$ cat src/rtl/imm_ext_pipe.sv
// Registered immediate-extension stage with a 2-entry skid buffer (valid/ready both sides).
// Optional build macro IMM_EXT_BRANCH_SHIFT_EN turns mode 11 into a branch-offset (sext << 2) mode.
module imm_ext_pipe #(
  parameter int IN_W  = 16,
  parameter int OUT_W = 32
) (
  input  logic             clk,
  input  logic             rst_n,
  input  logic             in_valid,
  output logic             in_ready,
  input  logic [IN_W-1:0]  in_imm,
  input  logic [1:0]       in_mode,
  output logic             out_valid,
  input  logic             out_ready,
  output logic [OUT_W-1:0] out_imm,
  output logic             out_err
);

  localparam int PAD_W = OUT_W - IN_W;

  localparam logic [1:0] ST_EMPTY = 2'd0;
  localparam logic [1:0] ST_ONE   = 2'd1;
  localparam logic [1:0] ST_FULL  = 2'd2;

  typedef struct packed {
    logic [OUT_W-1:0] imm;
    logic             err;
  } res_t;

  logic [1:0] state_q, state_d;
  logic       in_ready_q, in_ready_d;
  res_t       m_q, m_d;
  res_t       s_q, s_d;
  res_t       ext_res;
  logic       accept, pop;

  // Upper mode is always in_imm << PAD_W; since OUT_W > IN_W nothing of in_imm is ever lost.
  always_comb begin
    ext_res = '0;
    case (in_mode)
      2'b00:   ext_res.imm = {{PAD_W{1'b0}}, in_imm};
      2'b01:   ext_res.imm = {{PAD_W{in_imm[IN_W-1]}}, in_imm};
      2'b10:   ext_res.imm = {in_imm, {PAD_W{1'b0}}};
      default: begin
`ifdef IMM_EXT_BRANCH_SHIFT_EN
        ext_res.imm = {{PAD_W{in_imm[IN_W-1]}}, in_imm} << 2;
`else
        ext_res.err = 1'b1;
`endif
      end
    endcase
  end

  assign accept = in_valid & in_ready_q;
  assign pop    = out_valid & out_ready;

  always_comb begin
    state_d = state_q;
    m_d     = m_q;
    s_d     = s_q;
    case (state_q)
      ST_EMPTY: begin
        if (accept) begin
          m_d     = ext_res;
          state_d = ST_ONE;
        end
      end
      ST_ONE: begin
        if (accept && pop) begin
          m_d = ext_res;
        end else if (accept) begin
          s_d     = ext_res;
          state_d = ST_FULL;
        end else if (pop) begin
          state_d = ST_EMPTY;
        end
      end
      ST_FULL: begin
        if (pop) begin
          m_d     = s_q;
          state_d = ST_ONE;
        end
      end
      default: state_d = ST_EMPTY;
    endcase
    // Registered ready: depends only on next occupancy, never on out_ready combinationally.
    in_ready_d = (state_d != ST_FULL);
  end

  always_ff @(posedge clk) begin
    if (!rst_n) begin
      state_q    <= ST_EMPTY;
      in_ready_q <= 1'b1;
      m_q        <= '0;
      s_q        <= '0;
    end else begin
      state_q    <= state_d;
      in_ready_q <= in_ready_d;
      m_q        <= m_d;
      s_q        <= s_d;
    end
  end

  assign in_ready  = in_ready_q;
  assign out_valid = (state_q != ST_EMPTY);
  assign out_imm   = m_q.imm;
  // With the branch-shift build every mode yields err=0, so this is constant 0 there.
  assign out_err   = m_q.err;

endmodule
$ cat config.mk
export PLATFORM = sky130hd
export DESIGN_NAME = imm_ext_pipe
export DESIGN_NICKNAME = d
export VERILOG_FILES = /design/src/rtl/imm_ext_pipe.sv
export SDC_FILE = /design/constraint.sdc
export NUM_CORES = 1
export LEC_CHECK = 0
export CAP_MARGIN = 10
export CORE_MARGIN = 1
export CORE_UTILIZATION = 30
export CTS_CLUSTER_DIAMETER = 30
export DETAILED_ROUTE_END_ITERATION = 7
export SLEW_MARGIN = 20
export SYNTH_ARGS = -nofsm -noshare
export SYNTH_HDL_FRONTEND = slang
export SYNTH_SLANG_ARGS = --single-unit
$ cat constraint.sdc
create_clock -name clk -period 1.9 [get_ports clk]
set_clock_uncertainty 0.1 [all_clocks]
set_input_delay 0.57 -clock clk [delete_from_list [all_inputs] [get_ports clk]]
set_output_delay 0.57 -clock clk [all_outputs]
set_load 0.02 [all_outputs]
==> results of run 1 <==
[per-layer routing]
layer | routed length, microns | up-vias | part of all wire
li1 | - | 1446 | -
met1 | 4200 | 1363 | 0.48
met2 | 4030 | 73 | 0.46
met3 | 387 | 9 | 0.044
met4 | 115 | 0 | 0.013
met5 | 0 | - | 0
[worst register-to-register path: stages, from the launching register on]
cell and delay [ns]:
dfxtp_1 0.35, buf_4 0.16, and3b_2 0.24, a21o_4 0.23, clkbuf_16 0.17, buf_4 0.14
a311oi_2 0.24
[sequential cells by signal, summed over array words and instances, names as in the netlist]
register  cells
s_q          33
out_imm      32
state_q       2
in_ready      1
out_err       1
[how the worst max path moves through the flow]
stage	startpoint	end	slack, ns	cells after the start
after global routing	state_q[0]	out_valid	0.008	2
after CTS	out_ready	s_q[22]	0.01	6
after detailed placement	out_ready	s_q[22]	-0.34	6
final	state_q[1]	out_valid	0.05	2
after floorplan	in_imm[15]	out_imm[22]	0.12	5
after global placement	out_ready	s_q[20]	-0.26	6
[what timing repair did]
action	CTS	global route
endpoints found under the hold margin	0	0
hold buffers	0	0
pin swaps	0	5
setup buffers	0	9
setup endpoints to repair	35	46
cloned	0	3
gates resized for setup	37	7
[placed cells by master, fill, tap and decap left out, drive strengths merged, types with 5 or more instances in the layout]
cell,n
a311oi,32
nor2b,18
dlygate4sd2,34
dfxtp,69
nor2,32
nand2,117
a21boi,5
clkdlybuf4s50,19
buf,46
a21oi,33
clkbuf,14
a22o,15
[through the flow]
stage | TNS (ns) | setup WS [ns]
after floorplan | 0 | 0.123
after detailed placement | -17.35 | -0.336
after global routing | 0 | 0.00794
after CTS | 0 | 0.0127
after global placement | -15.03 | -0.256
final | 0 | 0.0473
[power breakdown]
group	leakage (nW)	internal, W	total (W)	switching [W]
clock network	0.116	0.000807	0.00135	0.000541
registers	0.563	0.00152	0.00156	0.0000389
logic	1.03	0.000326	0.000689	0.000363
total	1.71	0.00266	0.00360	0.000943
[cell families after synthesis]
family | Yosys count | synth area share
flops | 69 | 0.448
compound gates | 89 | 0.245
mux | 1 | 0.00324
buf+inv | 32 | 0.0564
xor+xnor | 1 | 0.00284
simple gates | 179 | 0.245
[final cells by class]
| cell class | count | area (sq um) |
|---|---|---|
| Clock inverter | 4 | 70.1 |
| Tap cell | 133 | 166 |
| Inverter | 2 | 7.51 |
| Clock buffer | 12 | 155 |
| Timing Repair Buffer | 104 | 1060 |
| Fill cell | 967 | 5470 |
| Multi-Input combinational cell | 270 | 1550 |
| Sequential cell | 69 | 1380 |
==> results.toml, run 1 <==
[worst_setup_path]
path_cells = "or2_2, clkdlybuf4s15_2"
worstPathArrival_ns = 1.18
r2r_setup_slack_ns = 0.19
crit_buf_inv = 1
path_max_fanout = 2
r2r_end = "out_imm[3]"
r2r_start = "state_q[0]"
cp_slowest_cell = "dfxtp_1"
cp-end-kind = "output port"
start_kind = "flop"
critPathMaxStageDelay_ns = 0.31
critPathRequiredTime_ns = 1.23
path_delay_family = "flip-flops"
worst-setup-path-type = "flop to output port"
reg2regPathDepth = 6

[synth]
yosys-top-cells-count = "nand2_1, dfxtp_1, a21oi_1, nor2_1, nor2b_1"
synthDistinctLibCells = 33
synth_edf_count = 0
synth_area_sq_um = 3090
synth-seq-area-share = 0.448
synth.most_common_cell = "nand2_1"
async_reset_ff_frac = 0
synthFlopType = "dfxtp_1"
synth_area_leader_cell = "dfxtp_1"
yosysTopAreaCellShare = 0.448
syn_avg_cell_area_sq_um = 8.32
yosys_warnings = 0
ys_ff_latch = 69
synth_cells = 371
synth_nets = 393
synth_area_leaders = "dfxtp_1, nand2_1, a311oi_2, a21oi_1, a22o_1"

[placed_design]
port_buffers = 56
dp.cells = 566
gp_congestion = 0.829
dp_hpwl_microns = 5720
placed_area_sq_um = 4060

[hold_path]
min_path_type = "flop to flop"
holdPathEnd = "out_imm[25]"
hp-start = "out_imm[25]"
min_path_cells = 2

[floorplan]
placementRows = 36
dieArea_sq_um = 10700
die_w_microns = 103
start_util = 0.313
die_y_microns = 103
io_pins = 57
core_area_sq_um = 9860

[clocking]
cts_buffer_depth = 2
cts_tree = "done"
clk_latency_ns = 0.34
h-tree-depth = 3
cts.clk_slew.worst_paths_ns = 0.07
root_buffer = "clkbuf_8"
cts_made_buffers = 9
cts.sinks = 69

[drt]
drt_iter0_markers = 174
avgRoutedWirePerCell_microns = 14.7
vias = 2891
ant_nets = 0
dr.pass1.iters = 4
avgViaCountPerCell = 4.87
routed_wl_microns = 8740
route.detailed.drc = 0

[sta]
finalCriticalPeriod_ns = 1.85
whs_ns = 0.350
worst_pin_slew_ns = 0.646
max_freq_mhz = 540
final-hold-violation-count = 0
relSlewSlack = 0.569
rsz0062_at_grt = "false"
slew_violations = 0
setup-violations-final = 0
timing.final.crit_share = 0.975

[flow_run]
cap_violations = 0

[status]
status = "complete, no violations"

[power_and_ir_drop]
p_leak_nw = 1.71
max-vdd-ir-drop_mv = 0.442
p_total_w = 0.00360
power_density_nw_per_um2 = 819

[finish]
insertedDiodeCount = 0
final_nets = 478
final_cells = 594
final_area_sq_um = 4400
final_util = 0.446
syn_to_final_growth_pct = 42.5
layout-drive-gt1-share = 0.191

[global_route]
antenna_found_initial = 0
grt_pass1_vias = 2832
use_met1 = 0.228
grt_use_met2 = 0.266
grt_usage = 0.168
gr-total-overflow = 0
grt_pass1_wl_microns = 13600
grt_util_met3 = 0.0356
top_usage_layer = "met2"
grt_max_degree = 61
Power figures use the tool's default switching activity.
==> run 2, diff against run 1 <==
--- a/config.mk
+++ b/config.mk
@@ -8,7 +8,6 @@
 export CAP_MARGIN = 10
 export CORE_MARGIN = 1
 export CORE_UTILIZATION = 30
-export CTS_CLUSTER_DIAMETER = 30
 export DETAILED_ROUTE_END_ITERATION = 7
 export SLEW_MARGIN = 20
 export SYNTH_ARGS = -nofsm -noshare
==> results of run 2 <==
No change in the layout: final DEF, timing and power equal those of run 1.
